## config.mk

```make
export PLATFORM = sky130hd
export DESIGN_NAME = mem_boot_loader
export DESIGN_NICKNAME = d
export VERILOG_FILES = /design/src/rtl/mem_boot_loader_pkg.sv /design/src/rtl/mem_boot_loader.sv
export SDC_FILE = /design/constraint.sdc
export NUM_CORES = 1
export LEC_CHECK = 0
export ABC_AREA = 0
export CORE_UTILIZATION = 35
export DETAILED_ROUTE_END_ITERATION = 10
export SYNTH_ARGS = -nofsm -noshare
export SYNTH_HDL_FRONTEND = slang
export SYNTH_SLANG_ARGS = --single-unit
```

## constraint.sdc

```tcl
create_clock -name clk -period 3.93 [get_ports clk]
set_clock_uncertainty 0.1 [all_clocks]
set_input_delay 0.9825 -clock clk [delete_from_list [all_inputs] [get_ports clk]]
set_output_delay 0.9825 -clock clk [all_outputs]
set_load 0.02 [all_outputs]
```

## src/rtl/mem_boot_loader_pkg.sv

```systemverilog
// Shared constants and FSM encoding for the boot-time memory loader.
package mem_boot_loader_pkg;

    localparam logic [7:0] CMD_WR_IMEM = 8'hA0;
    localparam logic [7:0] CMD_WR_DMEM = 8'hA1;
    localparam logic [7:0] CMD_GO      = 8'hA5;

    localparam logic SEL_IMEM = 1'b0;
    localparam logic SEL_DMEM = 1'b1;

    typedef enum logic [3:0] {
        ST_IDLE  = 4'd0,
        ST_ADDR0 = 4'd1,
        ST_ADDR1 = 4'd2,
        ST_LEN0  = 4'd3,
        ST_LEN1  = 4'd4,
        ST_DATA  = 4'd5,
        ST_CSUM  = 4'd6,
        ST_RUN   = 4'd7,
        ST_ERROR = 4'd8
    } state_t;

endpackage

```

## src/rtl/mem_boot_loader.sv

```systemverilog
// Byte-stream loader: writes packets into IMEM/DMEM, holds the CPU in reset until GO.
// Latency: payload byte accepted in cycle N is written in N+1; in_ready drops in RUN/ERROR.
module mem_boot_loader
    import mem_boot_loader_pkg::*;
#(
    parameter int ADDR_W = 10
) (
    input  logic              clk,
    input  logic              rst,
    input  logic              in_valid,
    input  logic [7:0]        in_data,
    output logic              in_ready,
    output logic              mem_we,
    output logic              mem_sel,
    output logic [ADDR_W-1:0] mem_addr,
    output logic [7:0]        mem_wdata,
    output logic              cpu_rst,
    output logic              done,
    output logic              err
);

    localparam logic [16:0] MEM_BYTES = 17'(1 << ADDR_W);

    state_t              state;
    logic [15:0]         addr;
    logic [7:0]          len_lo;
    logic [15:0]         remaining;
    logic [ADDR_W-1:0]   wr_ptr;
    logic [7:0]          csum;

    logic                xfer;
    logic [15:0]         len_full;
    logic [16:0]         end_addr;

    assign xfer     = in_valid && in_ready;
    assign len_full = {in_data, len_lo};
    // Range check uses the full 16-bit address so out-of-window bases are caught.
    assign end_addr = {1'b0, addr} + {1'b0, len_full};

    always_ff @(posedge clk) begin
        if (rst) begin
            state     <= ST_IDLE;
            in_ready  <= 1'b0;
            mem_we    <= 1'b0;
            mem_sel   <= SEL_IMEM;
            mem_addr  <= '0;
            mem_wdata <= '0;
            cpu_rst   <= 1'b1;
            done      <= 1'b0;
            err       <= 1'b0;
            addr      <= '0;
            len_lo    <= '0;
            remaining <= '0;
            wr_ptr    <= '0;
            csum      <= '0;
        end else begin
            mem_we   <= 1'b0;
            in_ready <= (state != ST_RUN) && (state != ST_ERROR);
            if (xfer) begin
                case (state)
                    ST_IDLE: begin
                        csum <= '0;
                        if (in_data == CMD_WR_IMEM || in_data == CMD_WR_DMEM) begin
                            mem_sel <= (in_data == CMD_WR_DMEM) ? SEL_DMEM : SEL_IMEM;
                            state   <= ST_ADDR0;
                        end else if (in_data == CMD_GO && !err) begin
                            state    <= ST_RUN;
                            in_ready <= 1'b0;
                            cpu_rst  <= 1'b0;
                            done     <= 1'b1;
                        end else begin
                            state    <= ST_ERROR;
                            in_ready <= 1'b0;
                            err      <= 1'b1;
                        end
                    end
                    ST_ADDR0: begin
                        addr[7:0] <= in_data;
                        state     <= ST_ADDR1;
                    end
                    ST_ADDR1: begin
                        addr[15:8] <= in_data;
                        state      <= ST_LEN0;
                    end
                    ST_LEN0: begin
                        len_lo <= in_data;
                        state  <= ST_LEN1;
                    end
                    ST_LEN1: begin
                        if (end_addr > MEM_BYTES) begin
                            state    <= ST_ERROR;
                            in_ready <= 1'b0;
                            err      <= 1'b1;
                        end else begin
                            wr_ptr    <= ADDR_W'(addr);
                            remaining <= len_full;
                            state     <= (len_full == 16'd0) ? ST_CSUM : ST_DATA;
                        end
                    end
                    ST_DATA: begin
                        mem_we    <= 1'b1;
                        mem_addr  <= wr_ptr;
                        mem_wdata <= in_data;
                        wr_ptr    <= wr_ptr + 1'b1;
                        csum      <= csum + in_data;
                        remaining <= remaining - 16'd1;
                        if (remaining == 16'd1)
                            state <= ST_CSUM;
                    end
                    ST_CSUM: begin
                        if (in_data == csum) begin
                            state <= ST_IDLE;
                            csum  <= '0;
                        end else begin
                            state    <= ST_ERROR;
                            in_ready <= 1'b0;
                            err      <= 1'b1;
                        end
                    end
                    default: ;
                endcase
            end
        end
    end

endmodule
```

# == Yosys cells after proc, flatten, opt, wreduce, memory -nomap -nowiden ==
# Cells that the tools add are included.
# totals
register_bits,86
out_inout_bits,24
wordCells,89
# classes
add_sub_neg,4
n_lt_le_gt_ge,1
eq_ne,20
muxes,25
n_bitwise,2
n_reduce_logical,22
# op_table
cell,n
case mux 16 bit (2 select lines),1
case mux 4 bit (7 select lines),1
equality test 8 bit (second input constant),3
case mux 8 bit (3 select lines),1
2-to-1 mux 4 bit,5
case mux 10 bit (2 select lines),1
adder 16 x 16 -> 17 bit,1
greater-than comparator 17 x 11 -> 1 bit (second input constant),1
equality test 16 x 1 -> 1 bit (second input constant),1
logical NOT 16 bit,1
2-to-1 mux 16 bit,1
subtractor 16 x 1 -> 16 bit (second input constant),1
inequality test 2 bit (second input constant),7
equality test 4 x 3 -> 1 bit (second input constant),3
AND reduction 3 bit,4
adder 10 x 1 -> 10 bit (second input constant),1
2-to-1 mux 1 bit,10
2-to-1 mux 10 bit,1
adder 8 bit,1
equality test 4 x 2 -> 1 bit (second input constant),2
equality test 8 bit,1
2-to-1 mux 8 bit,1
AND reduction 2 bit,4
nonzero test 7 bit,1
15 further kinds,20

# == Depth between registers and ports, before layout ==
# Gate-level depths: netlist of the first run.
# depth
depth_word,5
mapped_depth,13
depth_no_buf,11

# == Worst setup path before layout of the first run ==
# OpenSTA, ideal clock, no wires.
# synth_path
path_type,input to register
startpoint,in in_data[0]
endpoint,reg remaining[13]
arrival_time_ns,3.320
setup_slack_ns,0.391
cell_stages,11
n_path_buf,1
path_cell_list,ha_1 -> buf_2 -> a211oi_1 -> o211ai_1 -> a31oi_1 -> o21ai_0 -> xor2_1 -> nor4_4 -> nand3_1 -> or3_1 -> o221a_2
# synth_via
elab_chain_cells,4
# synth_rtl
element,line_no,source
from (decl),mem_boot_loader.sv:11,"input logic [7:0] in_data,"
adder 16 x 16 -> 17 bit,mem_boot_loader.sv:38,"assign end_addr = {1'b0, addr} + {1'b0, len_full};"
greater-than comparator 17 x 11 -> 1 bit,mem_boot_loader.sv:90,if (end_addr > MEM_BYTES) begin
inequality test 2 bit (no source line),n/a,
AND reduction 3 bit (no source line),n/a,
to (signal assigned),mem_boot_loader.sv:96,remaining <= len_full;
to (signal assigned),mem_boot_loader.sv:106,remaining <= remaining - 16'd1;
to (decl),mem_boot_loader.sv:27,logic [15:0] remaining;
# No other way between the ends.
# A chain may end at the register's enable or synchronous reset.

# == Worst setup path after layout of the first run ==
# layout_path
startpoint,in in_data[3]
endpoint,reg remaining[8]
# The elaborated chain is that of the path after synthesis.

==> run summary, run 1 <==
The clock reaches the later pin of the worst-skew pair after 350 ps. Entering global routing, the biggest net connects 71 pins. For this run, the top clock speed supported by timing is 0.2648 GHz. For this run, the total global-route usage over all layers was measured as 20.42%.

Setup repair after global routing left no endpoint under its margin. Number of antenna violations at the first check in global routing: 0. The cell area after placement is 6068 um^2, and the width of the die is 124.8 um. The tightest min-delay check is of the reg2reg type. STA classifies the critical path endpoint as a flip-flop. Worst-margin pin slew: 727.6 ps. Clock-pin slew was measured on the worst setup and hold paths at 70 ps.

For the overall overflow remaining after global route, the log shows 0. The via count of the first global-routing pass was 4809; the number of flops mapped to enable cells by yosys was 0. The run finished, with violations left.

After layout, the worst path uses 96.09% of the clock period. The iteration-0 DRC count of the detailed router is 614. Worst-case clock buffer depth: 2. The detail-routed via count per cell was 5.734; the number of remaining DRC errors was 6. The number of instances in the placed design came out at 889. TritonCTS built the clock tree.

Net switching is 28.66% of the power. Setup slack closes at 153.6 ps. The kind of cell with the highest combined delay along the critical path is compound AO/OA/AOI/OAI gates.

The I/O pin count was 35; the final setup violation count was 0. The cell at the root of the clock tree was clkbuf_16. The buffers plus inverters on the worst setup path was 3. The tools report the number of clock buffers inserted by TritonCTS as 9. After synthesis, flip-flops and latches occupy 32.64% of the total area.

Along the worst path, the maximum fanout reaches 4. In this run the tightest slew margin relative to its limit is 51.49%. The critical setup path kind is in2reg. The logs give 0 for the final count of pins violating max slew and 44 for the number of core rows. Traced cell by cell, the critical path runs through clkdlybuf4s50_1, ha_1, a21oi_2, o21ai_1, o21ai_0, a21oi_1, a211oi_1, buf_4, buf_4, nor4_4, nand3_2, or3_1, o221a_2. The checks that failed: design-rule violations. The first global-routing pass estimated 25.27 mm of wire. The H-tree generated during clock tree synthesis spans 3 levels. Cells fill 43.63% of the core in the end. Growth of design area from synthesis to finish: 21.11%.

Startpoint kind of the worst setup timing path: an input port. After the last flow step, the layout net total stands at 756. The final layout contains routed wiring with a total length of 15.60 mm. The die area was 15570 um^2; the final HPWL from detailed placement was 11.18 mm. Among all flip-flop cells after synthesis, the most frequent one is dfxtp_1. The net count after synthesis is 699. Of the total power, combinational logic draws 12.6%.

The largest single stage delay on the critical path is 450 ps. The number of hold buffers added after CTS was 0. STA puts the critical path data arrival time at 3920 ps. The number of antenna diodes in the final layout is 0. The tools report the final hold slack as 351.1 ps.

For this design the total switching power over the nets is 572.4 uW. The leakage power total came out at 2.368 nW. Summing over every cut layer, the via total after detailed routing is 5195.

The power density over the cells was 312.7 nW/um^2; the async set-reset flop share out of synthesis was 0%. Across the VDD grid, the largest voltage drop is 251.4 uV. Once layout is complete, the cells apart from fillers number 906. The detailed-routing iteration count for the pre-antenna-repair pass is 8.

The starting density of the core is 36.02%, and the final count of hold timing violations is 0. The synthesis warning total was 0; the gate count of the mapped netlist was 660. The sequential fraction of design power is 45.5%, and the register bit count reported by yosys is 86.

OpenSTA, run right after detailed placement, puts the worst setup slack at -247.6 ps. STA puts the critical path data required time at 4070 ps. The clock network power share is 41.9%. Internal power comes to 1.425 mW. The slowest cell on the critical path was clkdlybuf4s50_1. Once layout is done, the placed cells without fillers occupy 6389 um^2.

Buffers placed on the I/O ports in this run total 34. The region available for standard cell placement spans 14640 um^2. The fraction of final layout cells sized beyond drive strength 1 works out to 13.71%.

The tool flagged a number of max-cap violations equal to 0. Measured along the y axis, the die boundary spans 124.8 um. Routability-driven placement finished with a final weighted congestion of 0.8517. The final critical path time including I/O delays and setup is 3776 ps, and the wire length per cell after detailed routing is 17.22 um. The mean instance size in the synthesized netlist works out to 7.993 um^2. Once detail routing completed, the nets flagged for antenna violations numbered 0. Summing every instance area after synthesis gives 5275 um^2. For the number of sinks driven by the clock tree, the log shows 86.

By instance count, the cell type seen most on the critical path is buf_4. Yosys mapped the design onto 64 distinct sky130hd cell types.
==> stage by stage <==
step / power, mW / setup TNS, ps
2_1_floorplan: 1.076 / 0
3_3_place_gp: 1.169 / -941.6
3_5_place_dp: 1.173 / -2428
4_1_cts: 2.010 / 0
5_1_grt: 2.080 / 0
6_report: 1.997 / 0
==> logic make-up after synthesis <==
logic type / share of synthesized area (%)
adder cells (fa/ha/maj): 6.926
AO/OA/AOI/OAI: 23.70
XOR/XNOR: 2.158
AND/OR/NAND/NOR: 24.74
multiplexers: 5.550
flip-flops: 32.64
buffers and inverters: 4.293
==> layout make-up <==
| cell class | count | area [um^2] |
|---|---|---|
| tap | 184 | 230.2 |
| multi-input combinational | 522 | 3356 |
| clock inverter | 6 | 55.05 |
| timing repair buffer | 85 | 748.2 |
| clock buffer | 10 | 229.0 |
| sequential | 86 | 1722 |
| inverter | 13 | 48.80 |
| fill | 1473 | 8255 |
==> cell usage after synthesis (all sizes together), types with 4 or more instances <==
master | n | area [um^2]
and3 | 4 | 25.02
inv | 13 | 48.80
clkbuf | 25 | 95.09
o31ai | 21 | 211.5
nor2 | 75 | 281.5
o21ai | 23 | 130.1
buf | 14 | 82.58
nand3b | 4 | 30.03
or2 | 7 | 43.79
o211ai | 13 | 97.59
a21o | 6 | 45.04
nor2b | 4 | 25.02
nor4 | 11 | 90.08
nand2 | 78 | 292.8
nand3 | 27 | 135.1
o21bai | 5 | 37.54
ha | 26 | 325.3
or3 | 7 | 43.79
dfxtp | 86 | 1722
xnor2 | 5 | 43.79
a21oi | 62 | 310.3
or4 | 4 | 30.03
nor3 | 24 | 120.1
nor4b | 4 | 35.03
xor2 | 8 | 70.07
a22oi | 9 | 72.57
a211oi | 9 | 85.08
mux2i | 27 | 270.3
nand4 | 9 | 56.30
a31oi | 13 | 81.33
==> path summary, 6_finish.rpt <==
kind,cells past startpoint,slack (ps),start,endpoint
hold reg to reg,1,350,cpu_rst,cpu_rst
hold / removal,1,350,cpu_rst,cpu_rst
setup / recovery,13,150,in_data[3],remaining[8]
setup reg to reg,13,430,len_lo[0],wr_ptr[8]
==> repair_timing <==
item,in CTS,in global routing
setup buffers,0,1
gates resized for setup,0,7
endpoints found under the setup margin,0,5
endpoints found under the hold margin,0,0
==> routing by layer <==
layer  part of all wire [%]  wire length [um]  track usage, %  vias to the layer above
met3                    4.4               684           4.038                       23
met5                      0                 0               0                        -
li1                       -                 -               -                     2537
met4                    2.1               327           6.609                        0
met1                     48              7465           27.60                     2476
met2                     46              7126           32.45                      159
==> power groups by stage <==
stage	sequential (mW)	clock, mW	combinational [mW]
final	0.908	0.837	0.253
after global routing	0.911	0.894	0.275
after floorplan	0.916	0	0.160
after detailed placement	0.927	0	0.246
after global placement	0.926	0	0.242
after CTS	0.907	0.856	0.247
==> registers in the layout, indices dropped and copies added (netlist names), 4 cells and up <==
| register | cells |
|---|---|
| csum | 8 |
| state | 4 |
| remaining | 16 |
| mem_wdata | 8 |
| mem_addr | 10 |
| wr_ptr | 10 |
| len_lo | 8 |
| addr | 16 |
==> cells in the final DEF (no fill, tap or decap), types with 3 or more instances in the layout <==
master | synthesis | final
a22oi_1 | 8 | 8
or2_2 | 7 | 7
nand2_1 | 78 | 78
dfxtp_1 | 86 | 86
a31oi_1 | 13 | 13
nand3_1 | 27 | 25
or4_1 | 4 | 4
nor4_1 | 9 | 9
o21bai_1 | 5 | 5
xnor2_1 | 5 | 5
a21o_1 | 6 | 6
a41oi_1 | 3 | 3
or3_1 | 7 | 7
nand2b_1 | 3 | 3
nor3_1 | 24 | 24
o21ai_0 | 19 | 18
clkbuf_16 | 0 | 9
nor4b_1 | 4 | 4
inv_1 | 13 | 13
nor3b_1 | 3 | 3
o211ai_1 | 13 | 13
clkdlybuf4s50_1 | 0 | 32
o31ai_2 | 8 | 8
a211oi_1 | 7 | 7
nand4_1 | 9 | 9
and3_1 | 4 | 4
nor2b_1 | 4 | 4
nand3b_1 | 4 | 4
o31ai_1 | 12 | 12
a21oi_1 | 62 | 61
mux2i_1 | 27 | 27
nor2_1 | 75 | 74
buf_4 | 0 | 50
ha_1 | 26 | 25
o21ai_1 | 2 | 3
and2_1 | 3 | 3
xor2_1 | 8 | 8
Power figures use the tool's default switching activity.
==> run 2, diff against run 1 <==
- HOLD_SLACK_MARGIN: unset -> 0.06
==> results of run 2 <==
The final DEF is identical to that of run 1; final timing and power are the same.
